--- src/rtl/riscv_pkg.sv ---
// Shared RV32I decode definitions: opcodes, ALU/result-source encodings,
// the control bundle carried through ID/EX and the canonical NOP word.
package riscv_pkg;

    localparam logic [6:0] OP_R      = 7'b0110011;
    localparam logic [6:0] OP_IALU   = 7'b0010011;
    localparam logic [6:0] OP_LOAD   = 7'b0000011;
    localparam logic [6:0] OP_STORE  = 7'b0100011;
    localparam logic [6:0] OP_BRANCH = 7'b1100011;
    localparam logic [6:0] OP_JAL    = 7'b1101111;
    localparam logic [6:0] OP_LUI    = 7'b0110111;

    localparam logic [31:0] NOP_INSTR = 32'h0000_0013;

    typedef enum logic [2:0] {
        ALU_ADD = 3'b000,
        ALU_SUB = 3'b001,
        ALU_AND = 3'b010,
        ALU_OR  = 3'b011,
        ALU_XOR = 3'b100,
        ALU_SLT = 3'b101
    } alu_ctrl_e;

    typedef enum logic [1:0] {
        RES_ALU = 2'b00,
        RES_MEM = 2'b01,
        RES_PC4 = 2'b10
    } result_src_e;

    // Control bundle registered into ID/EX alongside the data payload.
    typedef struct packed {
        alu_ctrl_e   alu_ctrl;
        logic        alu_src;
        result_src_e result_src;
        logic        mem_write;
        logic        reg_write;
        logic        branch;
        logic        jump;
        logic        is_load;
        logic        illegal;
    } ctrl_t;

    // funct3 (and the funct7 subtract bit for R-type) to ALU operation.
    // Encodings without an ALU operation here fall back to add.
    function automatic alu_ctrl_e alu_from_funct(input logic [2:0] funct3, input logic sub);
        alu_ctrl_e v;
        case (funct3)
            3'b000:  v = sub ? ALU_SUB : ALU_ADD;
            3'b111:  v = ALU_AND;
            3'b110:  v = ALU_OR;
            3'b100:  v = ALU_XOR;
            3'b010:  v = ALU_SLT;
            default: v = ALU_ADD;
        endcase
        return v;
    endfunction

endpackage

--- src/rtl/decode_stage_imm_gen.sv ---
// imm_gen: combinational RV32I immediate extraction. Selects the I/S/B/J/U
// layout from the opcode and sign-extends to XLEN; other opcodes give zero.
module imm_gen
    import riscv_pkg::*;
#(
    parameter int XLEN = 32
) (
    input  logic [31:0]     i_instr,
    output logic [XLEN-1:0] o_imm
);

    // Pick the immediate layout that matches the opcode.
    always_comb begin
        // NOTE: assign a default before the case so no path leaves o_imm unassigned (no latch).
        o_imm = '0;
        case (i_instr[6:0])
            OP_IALU, OP_LOAD: o_imm = XLEN'($signed(i_instr[31:20]));
            OP_STORE:         o_imm = XLEN'($signed({i_instr[31:25], i_instr[11:7]}));
            OP_BRANCH:        o_imm = XLEN'($signed({i_instr[31], i_instr[7], i_instr[30:25],
                                                     i_instr[11:8], 1'b0}));
            OP_JAL:           o_imm = XLEN'($signed({i_instr[31], i_instr[19:12], i_instr[20],
                                                     i_instr[30:21], 1'b0}));
            OP_LUI:           o_imm = XLEN'($signed({i_instr[31:12], 12'b0}));
            default:          o_imm = '0;
        endcase
    end

endmodule

--- src/rtl/decode_stage.sv ---
// decode_stage: ID stage of the 5-stage RV32I pipeline. Decodes the IF/ID
// instruction, drives register-file read addresses, detects load-use and
// writeback hazards, and fills the ID/EX register under valid/ready.
// Optional build macro DECODE_WB_BYPASS_EN: forward writeback data into the
// captured operands instead of stalling on a writeback collision.
module decode_stage
    import riscv_pkg::*;
#(
    parameter int XLEN = 32,
    parameter int RA_W = 5
) (
    input  logic            clk,
    input  logic            rst,
    input  logic            if_valid_i,
    input  logic [31:0]     if_instr_i,
    input  logic [XLEN-1:0] if_pc_i,
    output logic            id_ready_o,
    input  logic            flush_i,
    output logic [RA_W-1:0] rf_a1_o,
    output logic [RA_W-1:0] rf_a2_o,
    input  logic [XLEN-1:0] rf_rd1_i,
    input  logic [XLEN-1:0] rf_rd2_i,
    input  logic            wb_we_i,
    input  logic [RA_W-1:0] wb_rd_i,
    input  logic [XLEN-1:0] wb_data_i,
    input  logic            ex_ready_i,
    output logic            ex_valid_o,
    output logic [XLEN-1:0] ex_pc_o,
    output logic [XLEN-1:0] ex_rs1_data_o,
    output logic [XLEN-1:0] ex_rs2_data_o,
    output logic [XLEN-1:0] ex_imm_o,
    output logic [RA_W-1:0] ex_rd_o,
    output logic [2:0]      ex_alu_ctrl_o,
    output logic            ex_alu_src_o,
    output logic [1:0]      ex_result_src_o,
    output logic            ex_mem_write_o,
    output logic            ex_reg_write_o,
    output logic            ex_branch_o,
    output logic            ex_jump_o,
    output logic            ex_is_load_o,
    output logic            ex_illegal_o
);

`ifdef DECODE_WB_BYPASS_EN
    localparam bit WB_BYPASS = 1'b1;
`else
    localparam bit WB_BYPASS = 1'b0;
`endif

    // Instruction fields.
    logic [6:0]      w_opcode;
    logic [2:0]      w_funct3;
    logic            w_funct7_5;
    logic [RA_W-1:0] w_rs1;
    logic [RA_W-1:0] w_rs2;
    logic [RA_W-1:0] w_rd;

    assign w_opcode   = if_instr_i[6:0];
    assign w_funct3   = if_instr_i[14:12];
    assign w_funct7_5 = if_instr_i[30];
    assign w_rs1      = if_instr_i[19:15];
    assign w_rs2      = if_instr_i[24:20];
    assign w_rd       = if_instr_i[11:7];

    assign rf_a1_o = w_rs1;
    assign rf_a2_o = w_rs2;

    // Decoded control and source usage.
    ctrl_t           w_ctrl;
    logic            w_use_rs1;
    logic            w_use_rs2;
    logic [XLEN-1:0] w_imm;

    // ID/EX pipeline register.
    logic            r_ex_valid;
    logic [XLEN-1:0] r_pc;
    logic [XLEN-1:0] r_rs1_data;
    logic [XLEN-1:0] r_rs2_data;
    logic [XLEN-1:0] r_imm;
    logic [RA_W-1:0] r_rd;
    ctrl_t           r_ctrl;

    imm_gen #(.XLEN(XLEN)) u_imm_gen (
        .i_instr (if_instr_i),
        .o_imm   (w_imm)
    );

    // Opcode decode into control flags and which sources the instruction reads.
    always_comb begin
        w_ctrl    = '0;
        w_use_rs1 = 1'b1;
        w_use_rs2 = 1'b0;
        case (w_opcode)
            OP_R: begin
                w_ctrl.alu_ctrl  = alu_from_funct(w_funct3, w_funct7_5);
                w_ctrl.reg_write = 1'b1;
                w_use_rs2        = 1'b1;
            end
            OP_IALU: begin
                w_ctrl.alu_ctrl  = alu_from_funct(w_funct3, 1'b0);
                w_ctrl.alu_src   = 1'b1;
                w_ctrl.reg_write = 1'b1;
            end
            OP_LOAD: begin
                w_ctrl.alu_src    = 1'b1;
                w_ctrl.result_src = RES_MEM;
                w_ctrl.reg_write  = 1'b1;
                w_ctrl.is_load    = 1'b1;
            end
            OP_STORE: begin
                w_ctrl.alu_src   = 1'b1;
                w_ctrl.mem_write = 1'b1;
                w_use_rs2        = 1'b1;
            end
            OP_BRANCH: begin
                w_ctrl.alu_ctrl = ALU_SUB;
                w_ctrl.branch   = 1'b1;
                w_use_rs2       = 1'b1;
            end
            OP_JAL: begin
                w_ctrl.alu_src    = 1'b1;
                w_ctrl.result_src = RES_PC4;
                w_ctrl.reg_write  = 1'b1;
                w_ctrl.jump       = 1'b1;
                w_use_rs1         = 1'b0;
            end
            OP_LUI: begin
                w_ctrl.alu_src   = 1'b1;
                w_ctrl.reg_write = 1'b1;
                w_use_rs1        = 1'b0;
            end
            default: w_ctrl.illegal = 1'b1;
        endcase
        // Writes to x0 are discarded.
        if (w_rd == '0) w_ctrl.reg_write = 1'b0;
    end

    // Hazard detection and operand selection.
    logic            w_adv;
    logic            w_ld_hit;
    logic            w_wb_hit1;
    logic            w_wb_hit2;
    logic            w_haz;
    logic [XLEN-1:0] w_rs1_data;
    logic [XLEN-1:0] w_rs2_data;

    assign w_adv     = !r_ex_valid || ex_ready_i;
    assign w_ld_hit  = r_ex_valid && r_ctrl.is_load && (r_rd != '0) &&
                       ((w_use_rs1 && (r_rd == w_rs1)) || (w_use_rs2 && (r_rd == w_rs2)));
    assign w_wb_hit1 = wb_we_i && (wb_rd_i != '0) && w_use_rs1 && (wb_rd_i == w_rs1);
    assign w_wb_hit2 = wb_we_i && (wb_rd_i != '0) && w_use_rs2 && (wb_rd_i == w_rs2);

    // With forwarding the writeback value replaces the stale register-file read;
    // without it the collision stalls so the retry sees the updated file.
    assign w_haz      = if_valid_i && (w_ld_hit || (!WB_BYPASS && (w_wb_hit1 || w_wb_hit2)));
    assign w_rs1_data = (WB_BYPASS && w_wb_hit1) ? wb_data_i : rf_rd1_i;
    assign w_rs2_data = (WB_BYPASS && w_wb_hit2) ? wb_data_i : rf_rd2_i;

    assign id_ready_o = w_adv && !w_haz && !flush_i;

    // ID/EX register: reset, flush, bubble, capture, or hold under backpressure.
    always_ff @(posedge clk) begin
        // NOTE: non-blocking assignments keep every register update tied to the same edge.
        if (rst) begin
            r_ex_valid <= 1'b0;
            r_pc       <= '0;
            r_rs1_data <= '0;
            r_rs2_data <= '0;
            r_imm      <= '0;
            r_rd       <= '0;
            r_ctrl     <= '0;
        end else if (flush_i) begin
            r_ex_valid <= 1'b0;
        end else if (w_adv) begin
            if (w_haz || !if_valid_i) begin
                r_ex_valid <= 1'b0;
            end else begin
                r_ex_valid <= 1'b1;
                r_pc       <= if_pc_i;
                r_rs1_data <= w_rs1_data;
                r_rs2_data <= w_rs2_data;
                r_imm      <= w_imm;
                r_rd       <= w_rd;
                r_ctrl     <= w_ctrl;
            end
        end
    end

    assign ex_valid_o      = r_ex_valid;
    assign ex_pc_o         = r_pc;
    assign ex_rs1_data_o   = r_rs1_data;
    assign ex_rs2_data_o   = r_rs2_data;
    assign ex_imm_o        = r_imm;
    assign ex_rd_o         = r_rd;
    assign ex_alu_ctrl_o   = r_ctrl.alu_ctrl;
    assign ex_alu_src_o    = r_ctrl.alu_src;
    assign ex_result_src_o = r_ctrl.result_src;
    assign ex_mem_write_o  = r_ctrl.mem_write;
    assign ex_reg_write_o  = r_ctrl.reg_write;
    assign ex_branch_o     = r_ctrl.branch;
    assign ex_jump_o       = r_ctrl.jump;
    assign ex_is_load_o    = r_ctrl.is_load;
    assign ex_illegal_o    = r_ctrl.illegal;

endmodule

--- config.mk ---
export PLATFORM = sky130hd
export DESIGN_NAME = decode_stage
export DESIGN_NICKNAME = d
export VERILOG_FILES = /design/src/rtl/riscv_pkg.sv /design/src/rtl/decode_stage_imm_gen.sv /design/src/rtl/decode_stage.sv
export SDC_FILE = /design/constraint.sdc
export NUM_CORES = 1
export LEC_CHECK = 0
export BUFFER_PORTS_ARGS = -buffer_cell sky130_fd_sc_hd__buf_2
export CAP_MARGIN = 40
export CORE_AREA = 4 4 126 128
export DETAILED_ROUTE_END_ITERATION = 10
export DIE_AREA = 0 0 130 132
export HOLD_SLACK_MARGIN = 0.02
export PLACE_DENSITY = 0.76
export SYNTH_ARGS = -nofsm -noshare
export SYNTH_HDL_FRONTEND = slang
export SYNTH_SLANG_ARGS = --single-unit
--- constraint.sdc ---
create_clock -name clk -period 5.08 [get_ports clk]
set_input_delay 0.254 -clock clk [delete_from_list [all_inputs] [get_ports clk]]
set_output_delay 0.254 -clock clk [all_outputs]
set_load 0.03 [all_outputs]
# Yosys cells after proc, flatten, opt, wreduce, memory -nomap -nowiden
# Cells that the tools add are included.
classes:
  n_eq_ne: 15
  n_mux: 17
  bitwise: 2
  reduce_logical: 34
ops:
  columns: ["op", "n"]
  rows:
  - ["$pmux W32 S5", 1]
  - ["$eq A7 B6 Y1 const B", 3]
  - ["$eq A5 B5 Y1", 4]
  - ["$pmux W3 S5", 1]
  - ["$eq A7 B7 Y1 const B", 2]
  - ["$logic_and A1 B1 Y1", 13]
  - ["$mux W1", 12]
  - ["$pmux W3 S4", 1]
  - ["$reduce_bool A5 Y1", 2]
  - ["$reduce_or A5 Y1", 2]
  - ["$eq A3 B3 Y1 const B", 3]
  - ["$pmux W3 S3", 1]
  - ["$eq A7 B2 Y1 const B", 1]
  - ["$eq A7 B5 Y1 const B", 1]
  - ["$reduce_or A7 Y1", 1]
  - ["$reduce_or A2 Y1", 3]
  - ["$logic_not A5 Y1", 1]
  - ["$logic_or A1 B1 Y1", 5]
  - ["$logic_not A1 Y1", 4]
  - ["$pmux W2 S2", 1]
  - ["$eq A3 B2 Y1 const B", 1]
  - ["$logic_not A3 Y1", 1]
  - ["$reduce_and A3 Y1", 1]
  - ["$reduce_or A3 Y1", 1]
  - ["$not A1 Y1", 2]
word_totals:
  regBits: 146
  input_bits: 171
  elab_cells: 83

# Depth between registers and ports, before layout
# Gate-level depths: netlist of run 1.
logic_depth:
  depth_word: 11
  ltp_mapped: 10
  ltp_nobuf: 6

# Hierarchy
# A second synthesis of run 1 with hierarchy kept.
unflattened:
  cells_unflattened: 825
  hier_area_um2: 6662.6
by_module_without_submodules:
  columns: ["mod", "n_inst", "cells_per_inst", "area_per_inst_um2"]
  rows:
  - ["decode_stage", 1, 754, 6084.6]
  - ["imm_gen", 1, 71, 578.1]

# Worst setup path before layout of run 1
# Ideal clock, no wire load.
synth_timing:
  path_type: "flip-flop to output port"
  from: "register r_rd[0] (netlist: ex_rd_o[0])"
  to: "output port id_ready_o"
  arrival_ps: 2395
  required_time_ps: 4826
  path_slack_ps: 2431
  path_stages_with_launch: 8
  path_buffers: 1
  path_cell_list: "dfxtp_1 -> or4_1 -> o211ai_1 -> nor4_1 -> nor2_2 -> buf_2 -> nand2_1 -> a21boi_0"
synth_via:
  elab_chain_cells: 9
  word_cells_on_any_way: 13
synth_rtl:
  columns: ["element", "line_no", "rtl"]
  rows:
  - ["start: declaration", "decode_stage.sv:80", "logic [RA_W-1:0] r_rd;"]
  - ["start signal: assignment", "decode_stage.sv:183", "r_rd <= w_rd;"]
  - ["$eq A5 B5 Y1", "decode_stage.sv:149", "((w_use_rs1 && (r_rd == w_rs1)) || (w_use_rs2 && (r_rd == w_rs2)));"]
  - ["$logic_and A1 B1 Y1", "decode_stage.sv:149", null]
  - ["$logic_or A1 B1 Y1", "decode_stage.sv:149", null]
  - ["$logic_and A1 B1 Y1 (*)", "decode_stage.sv:148", "assign w_ld_hit = r_ex_valid && r_ctrl.is_load && (r_rd != '0) &&"]
  - ["$logic_or A1 B1 Y1 (*)", "decode_stage.sv:155", "assign w_haz = if_valid_i && (w_ld_hit || (!WB_BYPASS && (w_wb_hit1 || w_wb_hit2)));"]
  - ["$logic_and A1 B1 Y1 (*)", "decode_stage.sv:155", null]
  - ["$logic_not A1 Y1 (*)", "decode_stage.sv:159", "assign id_ready_o = w_adv && !w_haz && !flush_i;"]
  - ["$logic_and A1 B1 Y1 (*) (2 in a row)", "decode_stage.sv:159", null]
  - ["end: declaration", "decode_stage.sv:17", "output logic id_ready_o,"]
# Mark *: on every way between the ends. The rest lies on a longest branch, timed or not.

# Worst setup path in the final report of run 1
# Same ends and word-level chain as after synthesis.

==> results of run 1 <==
[cell families after synthesis]
kind of cell | Yosys count
AND/OR/NAND/NOR | 186
buffers and inverters | 91
flip-flops | 146
AO/OA/AOI/OAI | 312
multiplexers | 4
XOR/XNOR | 21
[registers in the layout, summed over array words and instances (netlist names)]
name and flops:
ex_mem_write_o 1, ex_rs2_data_o 32, ex_valid_o 1, ex_is_load_o 1, ex_result_src_o 2, ex_branch_o 1, ex_alu_ctrl_o 3, ex_jump_o 1
ex_pc_o 32, ex_illegal_o 1, ex_alu_src_o 1, ex_reg_write_o 1, ex_rd_o 5, ex_rs1_data_o 32, ex_imm_o 32
[cells in the mapped netlist, drive strengths merged, types with 2 or more instances]
library cell    n  area, µm²
nor3            4       20.0
nand3         115        581
o211ai          2       15.0
nor4            2       18.8
a21oi         151        759
o21ai         117        586
buf            48        322
dfxtp         146       2920
mux2i           4       40.0
inv             3       11.3
or4b            2       20.0
a32oi           2       17.5
nand2          22       82.6
clkbuf         39        148
a211oi         25        188
or4             5       37.5
xnor2          21        184
nand4          10       62.6
nor2           11       51.3
o21a            2       15.0
a22oi           5       37.5
and2            4       25.0
[critical path, cell delays in order, from the launching register on]
cell,delay [ns]
dfxtp_1,0.36
or4_1,0.56
o211ai_1,0.19
nor4_1,0.10
nor2_4,0.48
nand2_1,0.14
a21boi_0,0.18
buf_2,0.22
[cell type report]
| class | count | area (µm²) | share of cell area (%) |
|---|---|---|---|
| multi-input combinational | 523 | 2900 | 34.8 |
| clock buffer | 19 | 453 | 5.43 |
| clock inverter | 13 | 159 | 1.91 |
| antenna | 1 | 2.50 | 0.0300 |
| inverter | 4 | 15.0 | 0.180 |
| timing repair buffer | 306 | 1640 | 19.7 |
| tap | 188 | 235 | 2.82 |
| sequential | 146 | 2920 | 35.1 |
[metal layers]
metal	global-route usage [%]	part of all wire, %	up-vias
met5	0	0	-
met4	7.39	2.2	0
met3	8.35	10	32
met2	38.0	48	292
met1	29.2	39	3069
li1	-	-	3235
[cell usage in the layout, fill, tap and decap left out, types with 2 or more instances in the layout]
cell type / synthesis / layout
a32oi_1: 2 / 2
buf_4: 13 / 7
a21oi_1: 150 / 150
o211ai_1: 2 / 2
or4b_2: 2 / 2
nor3_1: 4 / 4
a211oi_1: 25 / 25
o21ai_0: 105 / 105
clkbuf_8: 0 / 2
clkinv_2: 0 / 5
nand4_1: 10 / 10
clkinv_4: 0 / 4
nor2_4: 1 / 2
buf_2: 26 / 294
nor2_1: 9 / 9
xnor2_1: 21 / 21
inv_1: 3 / 3
bufinv_16: 0 / 3
nand2_1: 22 / 22
nand3_1: 114 / 114
a22oi_1: 5 / 5
o21a_1: 2 / 2
clkbuf_16: 0 / 17
mux2i_1: 4 / 4
dfxtp_1: 146 / 146
buf_16: 0 / 4
or4_1: 5 / 5
and2_1: 4 / 4
o21ai_1: 12 / 12
[path summary, 6_finish.rpt]
kind                            slack, ns      endpoint  depth (start not counted)
worst max register to register       2.21  ex_imm_o[23]                          7
worst min-delay path                 0.08   ex_imm_o[8]                          3
worst min register to register       0.45   ex_imm_o[9]                          2
worst max-delay path                 2.17    id_ready_o                          7
[where the power goes]
part           switching, µW  internal [µW]  leakage, µW
Sequential              25.9           1200      0.00119
Combinational            289            147      0.00206
Clock                    497            799     0.000307
[per-stage QoR]
| stage | instance area [µm²] | hold slack (ns) | setup WS [ns] |
|---|---|---|---|
| after floorplan | 6300 | 0.333 | 2.43 |
| after global placement | 7600 | 0.436 | 1.94 |
| after CTS | 8330 | 0.0650 | 2.14 |
| final | 8340 | 0.0789 | 2.17 |
| after global routing | 8340 | 0.0662 | 1.92 |
| after detailed placement | 7710 | 0.442 | 1.92 |
==> run_results.csv, run 1 <==
group,metric,value,unit
logic_synthesis,async_flop_share,0,%
layout,fillers,1431,
logic_synthesis,seq_area_frac_synth,46.4,%
timing,relSlewSlack,42.3,%
min_path,min_from,"if_instr_i[28]",
clocking,cts_buffers,17,
global_route,grt_max_degree,86,
logic_synthesis,synth_mux_area_share,0.635,%
timing,tns,0,ns
logic_synthesis,ys_types,52,
setup_path,cp.arrival,2.66,ns
run_status,status,"finished, final reports clean",
layout,fin_nets,1169,
clocking,cts-root-buf,"clkbuf_16",
logic_synthesis,ys.warnings.count,0,
pwr,p_leak,0.00356,µW
logic_synthesis,synth_cells,760,
logic_synthesis,synthSimpleGateAreaFrac,15.6,%
pwr,p_per_area,355,nW/µm²
floorplanning,die_w,130,µm
global_route,grt_antenna_before_repair,1,
placement,io_buffers,295,
timing,final.min_clock_period,2.91,ns
clocking,ctsHoldBuffers,1,
timing,fmax,343,MHz
layout,layout.cells.non_filler,1200,
logic_synthesis,syn_area_per_cell,8.29,µm²
min_path,hold_path.class,"in2reg",
setup_path,critPathKind,"reg2out",
clocking,cts_resized,0,
clocking,cts_tree,"yes",
setup_path,reg2reg_from,"ex_rd_o[0]",
logic_synthesis,synth_ff_type,"dfxtp_1",
floorplanning,die_area,17200,µm²
placement,placed_cells,1166,
timing,finalCritPeriodShare,57.3,%
run,cap_violations,0,
setup_path,crit_fanout,22,
placement,gp_congestion,0.918,
setup_path,required,4.83,ns
logic_synthesis,synth-compound-area-share,26.7,%
drt,drc,0,
setup_path,startpoint,"ex_rd_o[0]",
global_route,grt_pass1_wl,32700,µm
timing,timing_max_transition_violations_final,0,
global_route,overflow,0,
drt,ant_nets,0,
floorplanning,pin_count,328,
drt,drtIter0Drc,480,
floorplanning,core,14900,µm²
layout,area_growth,32.3,%
clocking,cts-htree-levels,4,
drt,vias,6628,
clocking,cts_sinks,146,
setup_path,cp-end-kind,"output pin",
setup_path,start_kind,"register",
drt,first_pass_iters,5,
drt,wire_per_inst,17.4,µm
placement,place_hpwl,14000,µm
layout,final_core_util,56.1,%
drt,totalWireLength,20900,µm
timing,skew,0.0119,ns
logic_synthesis,synth_top_family_by_area,"compound AO/OA/AOI/OAI gates",
pwr,finalPower,2960,µW
timing,rsz0062_at_grt,"no",
logic_synthesis,synth_area,6300,µm²
floorplanning,initial_utilization,42.4,%
global_route,grt_pass1_vias,6242,
floorplanning,rows,45,
logic_synthesis,synth_nets,931,
logic_synthesis,yosys.area_share.xor_xnor,2.92,%
drt,vias_per_cell,5.52,
clocking,clkSlewWorstSetupHoldPaths,0.06,ns
clocking,clk_latency,0.42,ns
timing,setup_viol,0,
logic_synthesis,ys_ff_latch,146,
floorplanning,die_y,132,µm
pwr,ir_drop,194,µV
logic_synthesis,synth_fa_ha_area_share,0,%
clocking,post_cts_buffers,0,
timing,hold_viol_final,0,
global_route,grt_use_total,23.5,%
logic_synthesis,synth-edff-count,0,
timing,max_slew.worst_pin.slew,0.866,ns
clocking,cts_buffer_depth,2,
layout,layout-drive-gt1-share,34.3,%
Power figures use the tool's default switching activity.
==> run 2: changes to the inputs <==
--- a/config.mk
+++ b/config.mk
@@ -7,11 +7,11 @@
 export LEC_CHECK = 0
 export BUFFER_PORTS_ARGS = -buffer_cell sky130_fd_sc_hd__buf_2
 export CAP_MARGIN = 40
-export CORE_AREA = 4 4 126 128
+export CORE_AREA = 4 4 124 126
 export DETAILED_ROUTE_END_ITERATION = 10
-export DIE_AREA = 0 0 130 132
+export DIE_AREA = 0 0 128 130
 export HOLD_SLACK_MARGIN = 0.02
-export PLACE_DENSITY = 0.76
+export PLACE_DENSITY = 0.78
 export SYNTH_ARGS = -nofsm -noshare
 export SYNTH_HDL_FRONTEND = slang
 export SYNTH_SLANG_ARGS = --single-unit
==> constraint.sdc (replaced) <==
create_clock -name clk -period 2.7 [get_ports clk]
set_input_delay 0.135 -clock clk [delete_from_list [all_inputs] [get_ports clk]]
set_output_delay 0.135 -clock clk [all_outputs]
set_load 0.03 [all_outputs]
==> run 2 against run 1 <==
  * Worst hold slack worse by 0.035 ns
  * Routed wire length is 13% higher
  * Sequential power is 89% higher
  * Via count is 13% higher
  * Register-to-register slack lost 2.0 ns
  * Clock skew decreased by 0.0058 ns
  * Critical path depth is the same
  * Non-clock buffer count rose by 122
  * Critical path type unchanged
==> run_results.csv, run 2 (same netlist as run 1, synthesis figures left out) <==
group,metric,value,unit
pwr,ir_drop,386,µV
pwr,finalPower,5850,µW
pwr,pwr-share-comb,16.5,%
pwr,clkPwrFrac,44.1,%
drt,vias,7464,
placement,placed_cells,1172,
placement,place_area,7790,µm²
drt,totalWireLength,23700,µm
pwr,p_leak,0.00410,µW
clocking,cts_tree,"yes",
drt,drc,0,
timing,timing.final.ws_setup,0.200,ns
run_status,status,"finished, final reports clean",
floorplanning,initial_utilization,44.0,%
timing,final.min_clock_period,2.50,ns
setup_path,cp-end-kind,"output pin",
setup_path,r2r_slack,0.26,ns
placement,gp_congestion,0.894,
setup_path,rr_worst_depth,7,
global_route,grt_use_total,27.2,%
pwr,internal_power,4300,µW
timing,fmax,400,MHz
clocking,cts-root-buf,"clkbuf_16",
setup_path,startpoint,"ex_rd_o[0]",
clocking,cts_buffers,17,
setup_path,required,2.57,ns
global_route,grt_antenna_before_repair,0,
clocking,clk_latency,0.43,ns
setup_path,start_kind,"register",
layout,area_growth,51.6,%
clocking,clkSlewWorstSetupHoldPaths,0.06,ns
timing,timing_max_transition_violations_final,0,
drt,drtIter0Drc,673,
layout,layout-drive-gt1-share,32.0,%
floorplanning,die_w,128,µm
global_route,grt_max_degree,79,
drt,vias_per_cell,5.67,
drt,ant_nets,0,
global_route,grt_pass1_vias,7106,
floorplanning,pin_count,328,
setup_path,crit_fanout,7,
setup_path,setup.worst_path.end,"id_ready_o",
setup_path,reg2reg_from,"ex_rd_o[0]",
layout,fin_nets,1291,
pwr,p_sw,1550,µW
timing,timing.hold.ws,0.0443,ns
layout,layout_commonest_cell,"buf_2",
placement,preCtsSetupSlack,0.329,ns
clocking,cts_buffer_depth,2,
setup_path,cp.arrival,2.36,ns
pwr,p_sw_share,26.5,%
layout,layout.cells.non_filler,1316,
timing,max_slew.worst_pin.slew,0.834,ns
timing,skew,0.00610,ns
run,cap_violations,0,
clocking,cts_sinks,146,
timing,hold_viol_final,0,
timing,finalCritPeriodShare,92.6,%
layout,layout_common_cells,"293 x buf_2, 150 x a21oi_1, 146 x dfxtp_1, 114 x nand3_1, 107 x dlygate4sd3_1",
floorplanning,rows,44,
global_route,grt_pass1_wl,36400,µm
pwr,seqPwrFrac,39.4,%
floorplanning,die_y,130,µm
layout,n_antenna_cell,0,
layout,fillers,1121,
setup_path,critPathKind,"reg2out",
setup_path,r2r-end,"ex_rs1_data_o[25]",
timing,relSlewSlack,44.4,%
clocking,cts-htree-levels,4,
layout,finalInstanceArea,9550,µm²
placement,io_buffers,295,
placement,place_hpwl,14400,µm
min_path,hold_path.class,"in2reg",
timing,setup_viol,0,
floorplanning,core,14300,µm²
pwr,p_per_area,613,nW/µm²
drt,first_pass_iters,5,
drt,wire_per_inst,18.0,µm
global_route,overflow,0,
floorplanning,die_area,16600,µm²
## run 2: cell count changes in the layout (fill, tap and decap cells not counted), moves of 2 or more
| cell | delta |
|---|---|
| dlygate4sd3_1 | +106 |
| clkinv_2 | -2 |
| buf_4 | +14 |
| clkinv_4 | -3 |
| buf_16 | -4 |
| clkbuf_8 | +3 |
| buf_12 | +7 |
## run 2: layer usage
| metal | track usage (%) | routed length, µm | share of wire, % | up-vias |
|---|---|---|---|---|
| met3 | 7.94 | 2340 | 9.9 | 59 |
| met4 | 12.5 | 678 | 2.9 | 0 |
| met2 | 44.3 | 11600 | 49 | 423 |
| met1 | 33.5 | 9060 | 38 | 3505 |
| li1 | - | - | - | 3477 |
| met5 | 0 | 0 | 0 | - |
## run 2: stage by stage
stage	setup TNS (ns)	utilization, %
4_1_cts	0	66.4
3_5_place_dp	0	54.4
6_report	0	66.7
3_3_place_gp	0	54.4
2_1_floorplan	0	-
5_1_grt	-0.0164	66.7
## run 2: timing repair
item                       4_1_cts  5_1_grt
buffers inserted                 0        6
setup endpoints to repair        1        2
hold buffers                   107        0
pin swaps                        1        1
hold endpoints to repair       107        0
resized for setup                0        1
## run 2: critical path, cell delays in order, from the launching register on
cell      delay [ns]
dfxtp_1         0.36
or4_1           0.55
o211ai_1        0.19
nor4_1          0.11
nor2_4          0.24
nand2_1         0.12
a21boi_0        0.19
buf_4           0.19
## run 2: power groups by stage
stage                     clock [µW]  sequential (µW)  combinational [µW]
final                           2580             2310                 967
after global routing            2700             2310                1040
after CTS                       2600             2300                 947
after detailed placement           0             2350                 824
after global placement             0             2340                 818
after floorplan                    0             2540                 323
## run 2: area by class of cell
cell class                 instances  area, µm²  area share, %
sequential                       146       2920           30.6
multi-input combinational        523       2900           30.4
timing repair buffer             428       2840           29.7
clock buffer                      22        494           5.17
tap                              184        230           2.41
clock inverter                     9        151           1.58
inverter                           4       15.0          0.157
## run 2: worst min path at each step
| stage | from | to | slack (ns) | cells past startpoint |
|---|---|---|---|---|
| after floorplan | flush_i | ex_valid_o | 0.21 | 1 |
| after global placement | flush_i | ex_valid_o | 0.32 | 2 |
| after detailed placement | flush_i | ex_valid_o | 0.32 | 2 |
| after CTS | if_instr_i[14] | ex_alu_ctrl_o[1] | 0.03 | 3 |
| after global routing | if_instr_i[14] | ex_alu_ctrl_o[1] | 0.05 | 3 |
| final | if_instr_i[14] | ex_alu_ctrl_o[1] | 0.04 | 3 |
==> run 3: changes to the inputs <==
==> constraint.sdc (replaced) <==
create_clock -name clk -period 2.5 [get_ports clk]
set_input_delay 0.125 -clock clk [delete_from_list [all_inputs] [get_ports clk]]
set_output_delay 0.125 -clock clk [all_outputs]
set_load 0.03 [all_outputs]
==> run 3 against run 2 <==
  * Flip-flop and latch count stayed put
  * Core utilization is 0.31 points higher
  * Clock skew hardly changed
  * Cell area is 0.47% higher
  * Critical path type is now reg2reg
  * Highest routed layer unchanged
==> run_results.csv, run 3 (same netlist as run 1, synthesis figures left out) <==
group,metric,value,unit
run_status,status,"finished, final reports clean",
drt,totalWireLength,23600,µm
placement,io_buffers,295,
min_path,hold_path.class,"in2reg",
setup_path,critical_path.slowest_cell,"or4_1",
pwr,p_sw_share,27.2,%
pwr,seqPwrFrac,41.5,%
drt,wl_met1,8970,µm
placement,gp_congestion,0.910,
timing,max_slew.worst_pin.slew,0.706,ns
placement,placed_cells,1183,
drt,wire_per_inst,17.8,µm
timing,fmax,417,MHz
setup_path,cp-end-kind,"register",
setup_path,path_buf_inv,1,
layout,layout_common_cells,"294 x buf_2, 150 x a21oi_1, 145 x dfxtp_1, 114 x nand3_1, 109 x dlygate4sd3_1",
pwr,p_leak,0.00411,µW
clocking,cts-root-buf,"clkbuf_16",
global_route,grt_max_degree,65,
timing,rsz0062_at_grt,"no",
floorplanning,pin_count,328,
run,cap_violations,0,
clocking,cts_buffer_depth,2,
timing,timing.hold.ws,0.0469,ns
drt,first_pass_iters,5,
setup_path,crit_cells,7,
drt,ant_nets,0,
drt,wl_met3,2250,µm
pwr,internal_power,4360,µW
pwr,clkPwrFrac,40.9,%
floorplanning,core,14300,µm²
layout,layout-drive-gt1-share,32.4,%
global_route,grt_pass1_vias,7231,
setup_path,rr_worst_depth,7,
drt,vias_per_cell,5.59,
drt,highest_layer,"met4",
setup_path,cp.arrival,2.67,ns
pwr,pwr-share-comb,17.7,%
timing,final.min_clock_period,2.40,ns
global_route,grt_use_total,27.2,%
placement,place_hpwl,14400,µm
global_route,grt_pass1_wl,36200,µm
timing,skew,0.00645,ns
pwr,finalPower,6000,µW
global_route,grt_antenna_before_repair,0,
layout,layout_commonest_cell,"buf_2",
floorplanning,die_area,16600,µm²
clocking,cts_buffers,17,
layout,fin_nets,1300,
layout,layout.cells.non_filler,1325,
timing,finalCritPeriodShare,96.0,%
placement,preCtsSetupSlack,0.215,ns
global_route,overflow,0,
timing,tns,0,ns
layout,fillers,1117,
timing,timing.final.ws_setup,0.100,ns
setup_path,start_kind,"register",
drt,drc,0,
setup_path,max_stage_delay,0.55,ns
clocking,cts_sinks,146,
clocking,clk_latency,0.41,ns
floorplanning,die_y,130,µm
setup_path,crit_family,"simple AND/OR/NAND/NOR gates",
timing,setup_viol,0,
layout,area_growth,52.3,%
setup_path,crit_fanout,53,
setup_path,required,2.77,ns
clocking,cts_tree,"yes",
drt,drtIter0Drc,615,
setup_path,path_cells,"or4_1 > o211ai_1 > nor4_1 > or2_2 > buf_12 > o21ai_0 > a21oi_1",
floorplanning,die_w,128,µm
clocking,cts-htree-levels,4,
pwr,p_per_area,625,nW/µm²
drt,vias,7407,
pwr,p_sw,1630,µW
drt,met2_length,11500,µm
timing,hold_viol_final,0,
timing,relSlewSlack,52.9,%
pwr,ir_drop,388,µV
floorplanning,rows,44,
min_path,hold_path_depth,3,
setup_path,critPathKind,"reg2reg",
clocking,clkSlewWorstSetupHoldPaths,0.06,ns
timing,timing_max_transition_violations_final,0,
floorplanning,initial_utilization,44.0,%
run 3: changes by cell type in the layout (fill, tap and decap cells not counted), moves of 2 or more:
cell / delta
bufinv_16: -2
dlygate4sd3_1: +2
clkbuf_8: -3
buf_12: +3
clkinvlp_4: +2
buf_4: +3
run 3: layer usage:
| metal | track usage, % | vias to the layer above |
|---|---|---|
| li1 | - | 3489 |
| met1 | 30.8 | 3441 |
| met2 | 46.4 | 402 |
| met3 | 8.68 | 75 |
| met4 | 13.2 | 0 |
| met5 | 0 | - |
run 3: area by class of cell:
| cell class | count | area [µm²] | share of cell area, % |
|---|---|---|---|
| multi-input combinational | 523 | 2920 | 30.4 |
| sequential | 146 | 2920 | 30.5 |
| antenna | 1 | 2.50 | 0.0261 |
| clock inverter | 10 | 111 | 1.16 |
| inverter | 4 | 15.0 | 0.156 |
| clock buffer | 20 | 457 | 4.76 |
| timing repair buffer | 437 | 2940 | 30.7 |
| tap | 184 | 230 | 2.40 |
run 3: repair_timing:
item / CTS / global route
buffers inserted: 0 / 2
resized for setup: 0 / 2
hold buffers: 109 / 0
setup endpoints to repair: 0 / 9
endpoints found under the hold margin: 113 / 0
run 3: worst paths after layout:
check / start / endpoint / slack [ns]
worst max-delay path: ex_rd_o[0] / ex_pc_o[4] / 0.10
worst min-delay path: if_instr_i[13] / ex_alu_ctrl_o[1] / 0.05
worst max register to register: ex_rd_o[0] / ex_pc_o[4] / 0.10
worst min register to register: ex_alu_ctrl_o[0] / ex_alu_ctrl_o[0] / 0.45
run 3: power by group through the flow:
stage                     clock, µW  sequential [µW]  combinational (µW)
after floorplan                   0             2740                 349
after global placement            0             2530                 895
after detailed placement          0             2530                 904
after CTS                      2500             2480                1040
after global routing           2580             2500                1130
final                          2450             2490                1060
run 3: through the flow:
step	instance area [µm²]	utilization [%]
global placement	7920	55.3
CTS	9580	66.9
floorplan	6300	-
detailed placement	7920	55.3
global route	9600	67.0
finish	9600	67.1
run 3: worst reg2reg max path, cell delays in order (launching register included):
cell and delay (ns):
dfxtp_1 0.31, or4_1 0.55, o211ai_1 0.18, nor4_1 0.10, or2_2 0.45, buf_12 0.22, o21ai_0 0.34, a21oi_1 0.11
